==> config.mk <==
export PLATFORM = sky130hd
export DESIGN_NAME = uop_issue_queue
export DESIGN_NICKNAME = d
export VERILOG_FILES = /design/src/rtl/uop_issue_queue.sv
export SDC_FILE = /design/constraint.sdc
export NUM_CORES = 1
export LEC_CHECK = 0
export CELL_PAD_IN_SITES_DETAIL_PLACEMENT = 1
export CELL_PAD_IN_SITES_GLOBAL_PLACEMENT = 2
export CORE_AREA = 2 2 157 159
export CTS_CLUSTER_SIZE = 40
export DETAILED_ROUTE_END_ITERATION = 6
export DIE_AREA = 0 0 159 161
export DONT_BUFFER_PORTS = 1
export PLACE_DENSITY_LB_ADDON = 0.05
export SYNTH_ARGS = -nofsm -noshare
export SYNTH_HDL_FRONTEND = slang
export SYNTH_SLANG_ARGS = --single-unit
==> constraint.sdc <==
create_clock -name CLK -period 2.6 [get_ports CLK]
set_input_delay 0.52 -clock CLK [delete_from_list [all_inputs] [get_ports CLK]]
set_output_delay 0.52 -clock CLK [all_outputs]
set_load 0.02 [all_outputs]
==> src/rtl/uop_issue_queue.sv <==
// uop_issue_queue
//
// Purpose:
//   Circular buffer between the uop translator and the RF stage. It accepts
//   one 39-bit uop per cycle from the translator and presents the oldest
//   buffered uop on Iword. While the RF stage stalls, the head uop stays on
//   Iword. When the queue is empty, or while RST is low, NOP_UOP is driven.
//   An EXE-stage PC redirect (PCupdate) discards every buffered uop.
//
// Ports:
//   CLK          in   clock; all state changes on the rising edge
//   RST          in   synchronous active-low reset
//   uop_in       in   39-bit uop from translator ([27] = EOI)
//   uop_valid    in   uop_in is valid this cycle
//   uop_ready    out  queue accepts uop_in this cycle (registered state + RST)
//   Iword        out  uop presented to the RF stage (NOP_UOP when empty)
//   issue_valid  out  Iword carries a real queued uop
//   pipe_stall   in   RF stage cannot consume Iword this cycle
//   PCupdate     in   EXE redirect; flush the queue at the edge
//   occupancy    out  number of valid entries (0..DEPTH)
//   eoi_pending  out  number of valid entries with the EOI bit set
module uop_issue_queue #(
  parameter int          DEPTH   = 4,
  parameter int          PTR_W   = 2,
  parameter logic [38:0] NOP_UOP = 39'h0
) (
  input  logic             CLK,
  input  logic             RST,
  input  logic [38:0]      uop_in,
  input  logic             uop_valid,
  output logic             uop_ready,
  output logic [38:0]      Iword,
  output logic             issue_valid,
  input  logic             pipe_stall,
  input  logic             PCupdate,
  output logic [PTR_W:0]   occupancy,
  output logic [PTR_W:0]   eoi_pending
);

  localparam logic [PTR_W:0] FULL_CNT = (PTR_W+1)'(DEPTH);
  localparam logic [PTR_W:0] ONE_CNT  = (PTR_W+1)'(1);
  localparam logic [PTR_W-1:0] ONE_PTR = PTR_W'(1);

  logic [38:0]      r_mem [DEPTH];
  logic [PTR_W-1:0] r_head;
  logic [PTR_W-1:0] r_tail;
  logic [PTR_W:0]   r_occ;
  logic [PTR_W:0]   r_eoi;

  logic w_empty;
  logic w_push;
  logic w_pop;
  logic w_pushEoi;
  logic w_popEoi;

  // Ready depends only on registered occupancy and RST, so a full queue that
  // pops this cycle still refuses the incoming uop; it is taken next cycle.
  assign w_empty   = (r_occ == '0);
  assign uop_ready = RST & (r_occ != FULL_CNT);

  // A redirect suppresses both push and pop in its own cycle.
  assign w_push    = uop_valid & uop_ready & ~PCupdate;
  assign w_pop     = ~pipe_stall & ~w_empty & ~PCupdate;
  assign w_pushEoi = w_push & uop_in[27];
  assign w_popEoi  = w_pop & r_mem[r_head][27];

  // Issue side is purely a function of registered state and RST; there is
  // no bypass from uop_in, so a push becomes visible the following cycle.
  assign Iword       = (w_empty || !RST) ? NOP_UOP : r_mem[r_head];
  assign issue_valid = ~w_empty & RST;

  assign occupancy   = r_occ;
  assign eoi_pending = r_eoi;

  // Storage has no reset: entries are only ever read while counted valid.
  always_ff @(posedge CLK) begin
    if (RST && w_push) begin
      r_mem[r_tail] <= uop_in;
    end
  end

  // Pointer, occupancy and EOI bookkeeping. Reset takes priority over the
  // flush, and the flush over any push/pop. Simultaneous push and pop leave
  // occupancy unchanged; EOI count applies the net of both edges.
  always_ff @(posedge CLK) begin
    if (!RST) begin
      r_head <= '0;
      r_tail <= '0;
      r_occ  <= '0;
      r_eoi  <= '0;
    end else if (PCupdate) begin
      r_head <= '0;
      r_tail <= '0;
      r_occ  <= '0;
      r_eoi  <= '0;
    end else begin
      if (w_push) begin
        r_tail <= r_tail + ONE_PTR;
      end
      if (w_pop) begin
        r_head <= r_head + ONE_PTR;
      end
      case ({w_push, w_pop})
        2'b10:   r_occ <= r_occ + ONE_CNT;
        2'b01:   r_occ <= r_occ - ONE_CNT;
        default: r_occ <= r_occ;
      endcase
      case ({w_pushEoi, w_popEoi})
        2'b10:   r_eoi <= r_eoi + ONE_CNT;
        2'b01:   r_eoi <= r_eoi - ONE_CNT;
        default: r_eoi <= r_eoi;
      endcase
    end
  end

endmodule

**Word-level counts from Yosys, hierarchy flattened**

Memory sizes are Yosys's and may differ from the RTL's. A register that Yosys moved wholly into a read port is not among the register bits.
Cells that the tools add are included.

- Bits in writable memories: 156
- Register bits after elaboration: 10
- Output and inout bits: 47
- Logic and storage cells: 42
- Memories: 1

- Multiplexer cells: 7
- Bitwise logic cells: 12
- Add/subtract/negate cells: 6
- Reduce and logical (&&, ||, !) cells: 7
- Equality and inequality tests: 5

Memories:

| memory | words | width | rd ports | clocked after memory_dff | wr ports | line | source |
|---|---|---|---|---|---|---|---|
| r_mem | 4 | 39 | 1 | 1 | 1 | 44 | `logic [38:0] r_mem [DEPTH];` |

Operator list:

| kind | count |
|---|---|
| $mux W39 | 1 |
| $pmux W3 S2 | 2 |
| $and A1 B1 Y1 | 8 |
| $add A3 B1 Y3 const B | 2 |
| $sub A3 B1 Y3 const B | 2 |
| $add A2 B1 Y2 const B | 2 |
| $eq A2 B1 Y1 const B | 2 |
| $eq A2 B2 Y1 const B | 2 |
| $mux W2 | 2 |
| $not A1 Y1 | 4 |
| $reduce_bool A2 Y1 | 2 |
| $logic_not A3 Y1 | 1 |
| $ne A3 B3 Y1 const B | 1 |
| $mux W1 | 2 |
| $reduce_or A2 Y1 | 1 |
| $logic_and A1 B1 Y1 | 1 |
| $logic_not A1 Y1 | 1 |
| $logic_or A1 B1 Y1 | 1 |

**Longest topological paths before layout**

Gate-level depths: netlist of run 1.

- Depth after elaboration: 7
- Mapped depth: 9
- Depth with buffers taken out: 9

**Worst setup path after synthesis of run 1**

Ideal clock, no wire load.

- Path kind: input-to-reg
- Start point: input port PCupdate
- End point: memory r_mem[1][0], enable pin
- Data arrival time: 2.028 ns
- Stages on the path: 3
- Setup slack: 0.172 ns
- Buffers on the path: 0
- Library setup time: 0.400 ns
- Cell sequence: nand2b_1 -> nor3_1 -> and2_1

- Cells in the longest elaborated chain, start to end: 5

Ends and longest elaborated chain:

| what | line | source |
|---|---|---|
| start, declared | 35 | `input logic PCupdate,` |
| $not A1 Y1 | 62 | `assign w_push = uop_valid & uop_ready & ~PCupdate;` |
| $and A1 B1 Y1 | 62 |  |
| $logic_and A1 B1 Y1 | 77 | `if (RST && w_push) begin` |
| $mux W1 | 77 |  |
| $mux W1 (not written as such) | 78 | `r_mem[r_tail] <= uop_in;` |
| end, declared | 44 |  |

No other way between the ends.

**Final worst setup path of run 1**

- Start point: register r_occ[2], in the netlist occupancy[2]
- End point: output port Iword[34]

- Cells in the longest elaborated chain, start to end: 3

Ends and longest elaborated chain:

| what | line | source |
|---|---|---|
| start, declared | 47 | `logic [PTR_W:0] r_occ;` |
| start signal, assigned | 104 | `2'b10: r_occ <= r_occ + ONE_CNT;` |
| start signal, assigned | 105 | `2'b01: r_occ <= r_occ - ONE_CNT;` |
| start signal, assigned | 106 | `default: r_occ <= r_occ;` |
| $logic_not A3 Y1 | 58 | `assign w_empty = (r_occ == '0);` |
| $logic_or A1 B1 Y1 | 69 | `assign Iword = (w_empty \|\| !RST) ? NOP_UOP : r_mem[r_head];` |
| $mux W39 | 69 |  |
| end, declared | 32 | `output logic [38:0] Iword,` |

No other way between the ends.

==> run summary, run 1 <==
worst rel slew slack = 0.6950
CORE AREA = 23,960 um^2
Setup crit start kind = flop
Synth Area in XOR/XNOR = 0.005342
number of cells after detailed placement = 655
power per cell area = 714.0 nW/um^2
Synth-to-Final Area Change = 18.91%
PortBufs = 0
register area share after synthesis = 0.7510
Num CTS Buffers = 17
Simple-Gate Fraction of Synth Area = 0.06449
GP Congestion = 0.6440
top-area cell type share of the netlist area = 0.7144
routed vias/inst = 4.366
hold_ws = 0.1894 ns
Worst Setup SP = occupancy[2]
crit share post-route = 0.9245
outcome = complete, no violations
leakage power = 2.410 nW
hold_sp = uop_in[0]
Syn Inst Count = 321
most common cell after layout, fill and taps aside = edfxtp_1
vias in the first global route = 3,442
CTS root buffer = clkbuf_16
Final HPWL DP = 8.456 mm
final hold vios = 0
largest net degree at the start of global routing = 41
final wirelength = 14.36 mm
die area = 25,600 um^2
clk sink count = 168
Worst EP required = 2.08 ns
Max Fclk = 0.4160 GHz
fraction of layout cells with a size suffix above 1 = 0.2940
Clock Pin Slew Worst Setup and Hold Paths = 0.07 ns
drc violations = 0
final cell count without fillers = 688
gr usage total = 0.1161
endpoints failing setup = 0
Final Instance Area = 7797 um^2
Largest stage delay, worst path = 0.44 ns
Max-Cap Viols = 0
TritonRoute pass-1 iters = 4
Ant. Diodes = 0
Fin Clk Skew = 0.01528 ns
critical path type = reg -> out
worst skew pair latency = 0.42 ns
Peak VDD IR = 0.3449 mV
Least-Margin Pin Slew = 0.4540 ns
Setup TNS Final = 0 ns
placed inst area = 7173 um^2
CP endpoint kind = output port
CTS Buffer Depth = 2
Critical Path Fanout Max = 40
antenna-violating nets left = 0
unrepaired setup endpoints after global routing = no
most frequent cells in the layout = edfxtp_1, mux4_2, nor2b_1
Post-Syn Area = 6558 um^2
Initial Util = 0.2737
Hold Crit Class = in -> reg
routed length per placed instance = 20.87 um
post-synthesis mux area share = 0.1355
Yosys top cell by area = edfxtp_1
H-tree depth = 4
syn_area_per_cell = 20.43 um^2
Area contributors post-synth = edfxtp_1, mux4_2, dfxtp_1
largest family of logic cells by synthesized area = multiplexers
net count after synthesis = 373
Iter 0 DRT Violations = 125
total number of vias = 3,004
initial antenna violation count = 0
first-pass GRT wire length = 21.67 mm
Yosys Warn Count = 0
Critical Path AT = 1.88 ns
Final #Nets = 403
Post-CTS Repair Setup Buffers = 0
Post-Synth Adder-Cell Area = 0.01755
Rows = 57
Yosys cell types = 30
fin. max-slew vios = 0
CTS tree = yes
Die H = 161 um
die width = 159 um
min Tclk post-route = 2.404 ns
I/O pin total = 91
Synth Area in Compound Gates = 0.01030
CP cell instances = nor3_4 -> or2b_2 -> buf_12 -> nor2b_1
grt total ovfl = 0
slowest CP cell = dfxtp_2
utilization after layout = 0.3254
flops & latches, synth = 168
## per-layer routing
metal | track usage | share of wire
met5 | 0 | 0
met3 | 0.04366 | 0.053
met4 | 0.03595 | 0.0085
met1 | 0.1369 | 0.42
met2 | 0.1978 | 0.52
## sequential cells by signal (all words and copies together) (netlist names), named ones only
| name | flops |
|---|---|
| eoi_pending | 3 |
| r_head | 2 |
| r_tail | 2 |
| r_mem | 156 |
| occupancy | 3 |
## synth_stat cells, drive strengths merged
cell / n
fa: 2
and2b: 6
or4: 2
nand3b: 1
nor3: 3
dfxtp: 12
o21ai: 5
buf: 6
nor2: 6
nand2: 2
mux2i: 1
xnor2: 1
nor2b: 35
ha: 6
mux4: 39
nor3b: 1
or3: 3
or3b: 1
and2: 5
or2b: 1
inv: 8
edfxtp: 156
o31ai: 1
xor2: 3
clkbuf: 7
a21oi: 7
nand2b: 1
## per-stage QoR
step | power [mW] | setup WS (ns)
global route | 5.781 | 0.07508
CTS | 5.663 | 0.008096
floorplan | 3.111 | 0.1724
finish | 5.568 | 0.1962
global placement | 3.145 | 0.1538
detailed placement | 3.147 | 0.1229
## cell type report
class                      instances  area (um^2)
timing repair buffer              24        305.3
sequential                       168         4931
inverter                           8        30.03
clock buffer                      18        429.2
multi-input combinational        132         1548
tap                              324        405.4
fill                            2426        16170
clock inverter                    14        148.9
## repair_timing
| action | 4_1_cts | 5_1_grt |
|---|---|---|
| resized for setup | 5 | 2 |
| cloned | 0 | 1 |
| hold buffers | 0 | 0 |
| endpoints found under the setup margin | 5 | 30 |
| endpoints found under the hold margin | 0 | 0 |
## logic make-up after synthesis
group	after synthesis
buffers and inverters	21
DFF	168
AOI/OAI and AO/OA	13
adders and majority gates	8
and+or+nand+nor	67
xor gates and xnor gates	4
muxes	40
## power breakdown
group | switching [mW] | internal, mW | leakage, nW
logic | 0.0547 | 0.0434 | 0.615
clock network | 1.06 | 1.42 | 0.286
registers | 0.00778 | 2.98 | 1.51
total | 1.12 | 4.45 | 2.41
## path summary, 6_finish.rpt
| kind | slack, ns | to | cells after the start |
|---|---|---|---|
| setup / recovery | 0.20 | Iword[34] | 4 |
| hold / removal | 0.19 | r_mem[1][0] | 0 |
| setup reg to reg | 0.20 | eoi_pending[2] | 7 |
| hold reg to reg | 0.51 | flop | 2 |
## critical path: cells and delay by family (launching register included)
kind | cells | cell delay, ns
AND/OR/NAND/NOR | 3 | 0.81
flip-flops | 1 | 0.44
buffers and inverters | 1 | 0.20
(Power assumes the default switching activity.)
==> run 2: changes to the inputs <==
--- a/config.mk
+++ b/config.mk
@@ -12,6 +12,8 @@
 export DETAILED_ROUTE_END_ITERATION = 6
 export DIE_AREA = 0 0 159 161
 export DONT_BUFFER_PORTS = 1
+export GPL_ROUTABILITY_DRIVEN = 1
+export GPL_TIMING_DRIVEN = 0
 export PLACE_DENSITY_LB_ADDON = 0.05
 export SYNTH_ARGS = -nofsm -noshare
 export SYNTH_HDL_FRONTEND = slang
==> run summary, run 2 (synthesis results as in run 1) <==
outcome = complete, no violations
endpoints failing setup = 0
Final Instance Area = 7786 um^2
total number of vias = 2,994
Least-Margin Pin Slew = 0.6515 ns
crit share post-route = 0.9439
FILL cells = 2,444
routed length per placed instance = 20.90 um
Reg with most FFs = r_mem
slowest CP cell = mux4_2
final wirelength = 14.36 mm
critical path type = reg -> out
Setup WS post-layout = 0.1457 ns
min Tclk post-route = 2.454 ns
Hold Crit Class = in -> reg
Ant. Diodes = 0
leakage power = 2.392 nW
combinational power share = 0.017
most frequent cells in the layout = edfxtp_1, mux4_2, nor2b_1
fraction of layout cells with a size suffix above 1 = 0.3361
H-tree depth = 4
Num CTS Buffers = 17
CORE AREA = 23,960 um^2
Worst EP required = 2.08 ns
Internal = 4.379 mW
routed vias/inst = 4.358
final hold vios = 0
CP cell instances = buf_12 -> buf_4 -> buf_8 -> mux4_2 -> nor2b_1
most common cell after layout, fill and taps aside = edfxtp_1
global route hottest layer = met2
Sw Share = 0.2162
worst skew pair latency = 0.42 ns
Die H = 161 um
Synth-to-Final Area Change = 18.74%
placed inst area = 7048 um^2
CTS tree = yes
grt total ovfl = 0
TritonRoute pass-1 iters = 5
CTS root buffer = clkbuf_16
Largest stage delay, worst path = 0.53 ns
unrepaired setup endpoints after global routing = no
worst rel slew slack = 0.5657
Seq pwr share = 0.535
GP Congestion = 0.6496
hold_ws = 0.1843 ns
met2 GRT Util = 0.2063
first-pass GRT wire length = 22.05 mm
I/O pin total = 91
Hold Buf Count CTS = 0
largest net degree at the start of global routing = 27
dpl ws = -0.1749 ns
Critical Path AT = 1.93 ns
PortBufs = 0
Clock Pin Slew Worst Setup and Hold Paths = 0.07 ns
vias in the first global route = 3,395
Initial Util = 0.2737
Max-Cap Viols = 0
die width = 159 um
Final #Nets = 402
gr usage total = 0.1194
die area = 25,600 um^2
Rows = 57
utilization after layout = 0.3249
CP endpoint kind = output port
Final HPWL DP = 9.059 mm
clk sink count = 168
Fin Clk Skew = 0.01023 ns
met1 usage = 0.1373
power per cell area = 717.6 nW/um^2
fin. max-slew vios = 0
Peak VDD IR = 0.3113 mV
initial antenna violation count = 0
Iter 0 DRT Violations = 162
P_sw = 1.208 mW
antenna-violating nets left = 0
Clock Power Share = 0.449
max reg flops = 156
Setup crit start kind = flop
CTS Buffer Depth = 2
grt met3 use = 0.04931
Max Fclk = 0.4075 GHz
drc violations = 0
Critical Path Fanout Max = 10
run 2: area by class of cell:
cell class | count | area (um^2) | area share
plain buffers | 13 | 103.9 | 0.01334
clock buffers | 17 | 425.4 | 0.05464
clock inverters | 15 | 160.2 | 0.02057
inverters | 8 | 30.03 | 0.003857
multi-input cells | 132 | 1604 | 0.2060
flip-flops and latches | 168 | 4932 | 0.6335
well taps | 324 | 405.4 | 0.05206
repair buffers | 10 | 125.1 | 0.01607
run 2: repair_timing:
action	4_1_cts	5_1_grt
resized for setup	33	11
hold endpoints to repair	0	0
setup endpoints to repair	108	20
setup buffers	0	6
run 2: metrics by stage:
stage / power, mW / setup TNS, ns / instances
global route: 5.778 / 0 / 687
finish: 5.587 / 0 / 687
floorplan: 3.111 / 0 / 321
global placement: 3.137 / -191.26 / 645
detailed placement: 3.141 / -3.960 / 649
CTS: 5.670 / -0.001066 / 681
run 2: worst max-delay path: cells and delay by family (launching register included):
kind	cells	cell delay, ns
and+or+nand+nor	1	0.22
buffers and inverters	3	0.39
muxes	1	0.53
DFF	1	0.37
run 2: worst paths after layout:
check / start / endpoint / slack, ns / depth (start not counted)
min reg2reg: r_head[1] / r_head[1] / 0.50 / 2
min: uop_in[24] / r_mem[0][24] / 0.18 / 0
max reg2reg: flop / eoi_pending[2] / 0.15 / 8
max: flop / Iword[34] / 0.15 / 5
run 2: power by group through the flow:
stage          registers, mW  logic (mW)  clock network, mW
2_1_floorplan           3.05      0.0651                  0
3_3_place_gp            3.05      0.0882                  0
3_5_place_dp            3.05      0.0927                  0
4_1_cts                 2.99      0.0960               2.59
5_1_grt                 2.99       0.103               2.69
6_report                2.99      0.0934               2.51
run 2: layer usage:
layer / share of wire / wire length [um] / up-vias
li1: - / - / 1327
met1: 0.41 / 5929 / 1598
met2: 0.52 / 7455 / 61
met3: 0.059 / 847 / 8
met4: 0.0087 / 125 / 0
met5: 0 / 0 / -
==> run 3: changes to the inputs <==
--- a/config.mk
+++ b/config.mk
@@ -7,10 +7,10 @@
 export LEC_CHECK = 0
 export CELL_PAD_IN_SITES_DETAIL_PLACEMENT = 1
 export CELL_PAD_IN_SITES_GLOBAL_PLACEMENT = 2
-export CORE_AREA = 2 2 157 159
+export CORE_AREA = 10 10 165 167
 export CTS_CLUSTER_SIZE = 40
 export DETAILED_ROUTE_END_ITERATION = 6
-export DIE_AREA = 0 0 159 161
+export DIE_AREA = 0 0 175 177
 export DONT_BUFFER_PORTS = 1
 export GPL_ROUTABILITY_DRIVEN = 1
 export GPL_TIMING_DRIVEN = 0
@@ -18,3 +18,4 @@
 export SYNTH_ARGS = -nofsm -noshare
 export SYNTH_HDL_FRONTEND = slang
 export SYNTH_SLANG_ARGS = --single-unit
+export TNS_END_PERCENT = 50
==> run summary, run 3 (synthesis results as in run 1) <==
Clock Power Share = 0.460
Critical Path Fanout Max = 5
PortBufs = 0
Setup WS post-layout = 0.1167 ns
fraction of layout cells with a size suffix above 1 = 0.3435
Ant. Diodes = 0
Hold Crit Class = in -> reg
gr usage total = 0.1016
Peak VDD IR = 0.3833 mV
Reg with most FFs = r_mem
power per cell area = 728.7 nW/um^2
I/O pin total = 91
drc violations = 0
Synth-to-Final Area Change = 19.42%
final wirelength = 15.18 mm
worst skew pair latency = 0.42 ns
Fin Clk Skew = 0.01132 ns
most common cell after layout, fill and taps aside = edfxtp_1
largest net degree at the start of global routing = 26
Final #Nets = 400
Die H = 177 um
CTS tree = yes
Rows = 57
utilization after layout = 0.3268
antenna-violating nets left = 0
total number of vias = 2,984
CORE AREA = 23,960 um^2
worst rel slew slack = 0.5339
dpl ws = -0.2007 ns
Num CTS Buffers = 17
Final Instance Area = 7831 um^2
final hold vios = 0
Final HPWL DP = 9.816 mm
TritonRoute pass-1 iters = 6
leakage power = 2.408 nW
Seq pwr share = 0.524
Iter 0 DRT Violations = 150
hold_ws = 0.1885 ns
Sw Share = 0.1988
vias in the first global route = 3,415
max reg flops = 156
CTS Buffer Depth = 2
Least-Margin Pin Slew = 0.6992 ns
GP Congestion = 0.6394
die width = 175 um
Initial Util = 0.2737
CP endpoint kind = flop
Internal = 4.572 mW
routed length per placed instance = 22.16 um
combinational power share = 0.017
min Tclk post-route = 2.483 ns
crit share post-route = 0.9551
CTS root buffer = clkbuf_16
clk sink count = 168
Worst EP required = 2.95 ns
fin. max-slew vios = 0
Max-Cap Viols = 0
endpoints failing setup = 0
P_sw = 1.134 mW
Power Total = 5.706 mW
unrepaired setup endpoints after global routing = yes
H-tree depth = 4
outcome = complete, no violations
die area = 30,980 um^2
Critical Path AT = 2.84 ns
placed inst area = 7056 um^2
Clock Pin Slew Worst Setup and Hold Paths = 0.07 ns
initial antenna violation count = 0
first-pass GRT wire length = 22.66 mm
critical path type = reg -> reg
Max Fclk = 0.4027 GHz
grt total ovfl = 0
most frequent cells in the layout = edfxtp_1, mux4_2, nor2b_2
routed vias/inst = 4.356
Setup crit start kind = flop
[run 3: changes by cell type in the layout (fill, tap and decap cells not counted), sizes merged]
cell,before,now
clkbuf,22,26
clkinvlp,2,3
bufinv,1,3
inv,16,12
clkinv,4,3
buf,18,14
[run 3: routing by layer]
metal | GRT usage | share of wire | vias up
met4 | 0.03709 | 0.014 | 0
met2 | 0.1776 | 0.53 | 65
li1 | - | - | 1321
met3 | 0.04246 | 0.070 | 14
met1 | 0.1078 | 0.39 | 1584
met5 | 0 | 0 | -
[run 3: critical path, stage by stage (launching register included)]
cell     delay, ns
dfxtp_4       0.37
buf_12        0.12
mux4_2        0.52
and2_1        0.18
ha_1          0.24
fa_1          0.39
xnor2_1       0.15
or3_1         0.31
a21oi_1       0.13
[run 3: cell type report]
class / instances / area [um^2]
plain buffers: 13 / 108.9
clock buffers: 19 / 442.9
clock inverters: 13 / 168.9
fillers: 2449 / 16130
inverters: 8 / 30.03
multi-input cells: 132 / 1613
flip-flops and latches: 168 / 4932
well taps: 324 / 405.4
repair buffers: 8 / 130.1
[run 3: timing repair]
action                                  4_1_cts  5_1_grt
resized for setup                            41       10
hold buffers                                  0        0
endpoints found under the setup margin      148       27
setup buffers                                 4        0
[run 3: power groups by stage]
stage	Sequential [mW]	Combinational [mW]	Clock [mW]
floorplan	3.05	0.0651	0
global placement	3.05	0.0888	0
detailed placement	3.05	0.0948	0
CTS	2.99	0.101	2.70
global route	2.99	0.107	2.82
finish	2.99	0.0962	2.62
[run 3: path summary, 6_finish.rpt]
| check | start | endpoint | slack, ns | depth (start not counted) |
|---|---|---|---|---|
| max | flop | eoi_pending[2] | 0.12 | 8 |
| max reg2reg | flop | eoi_pending[2] | 0.12 | 8 |
| min reg2reg | r_head[1] | flop | 0.51 | 2 |
| min | uop_in[2] | r_mem[2][2] | 0.19 | 0 |
[run 3: per-stage QoR]
stage               cells  setup TNS [ns]
global placement      645         -194.09
detailed placement    649          -9.478
floorplan             321               0
global route          685        -0.01492
finish                685               0
CTS                   685        -0.03173
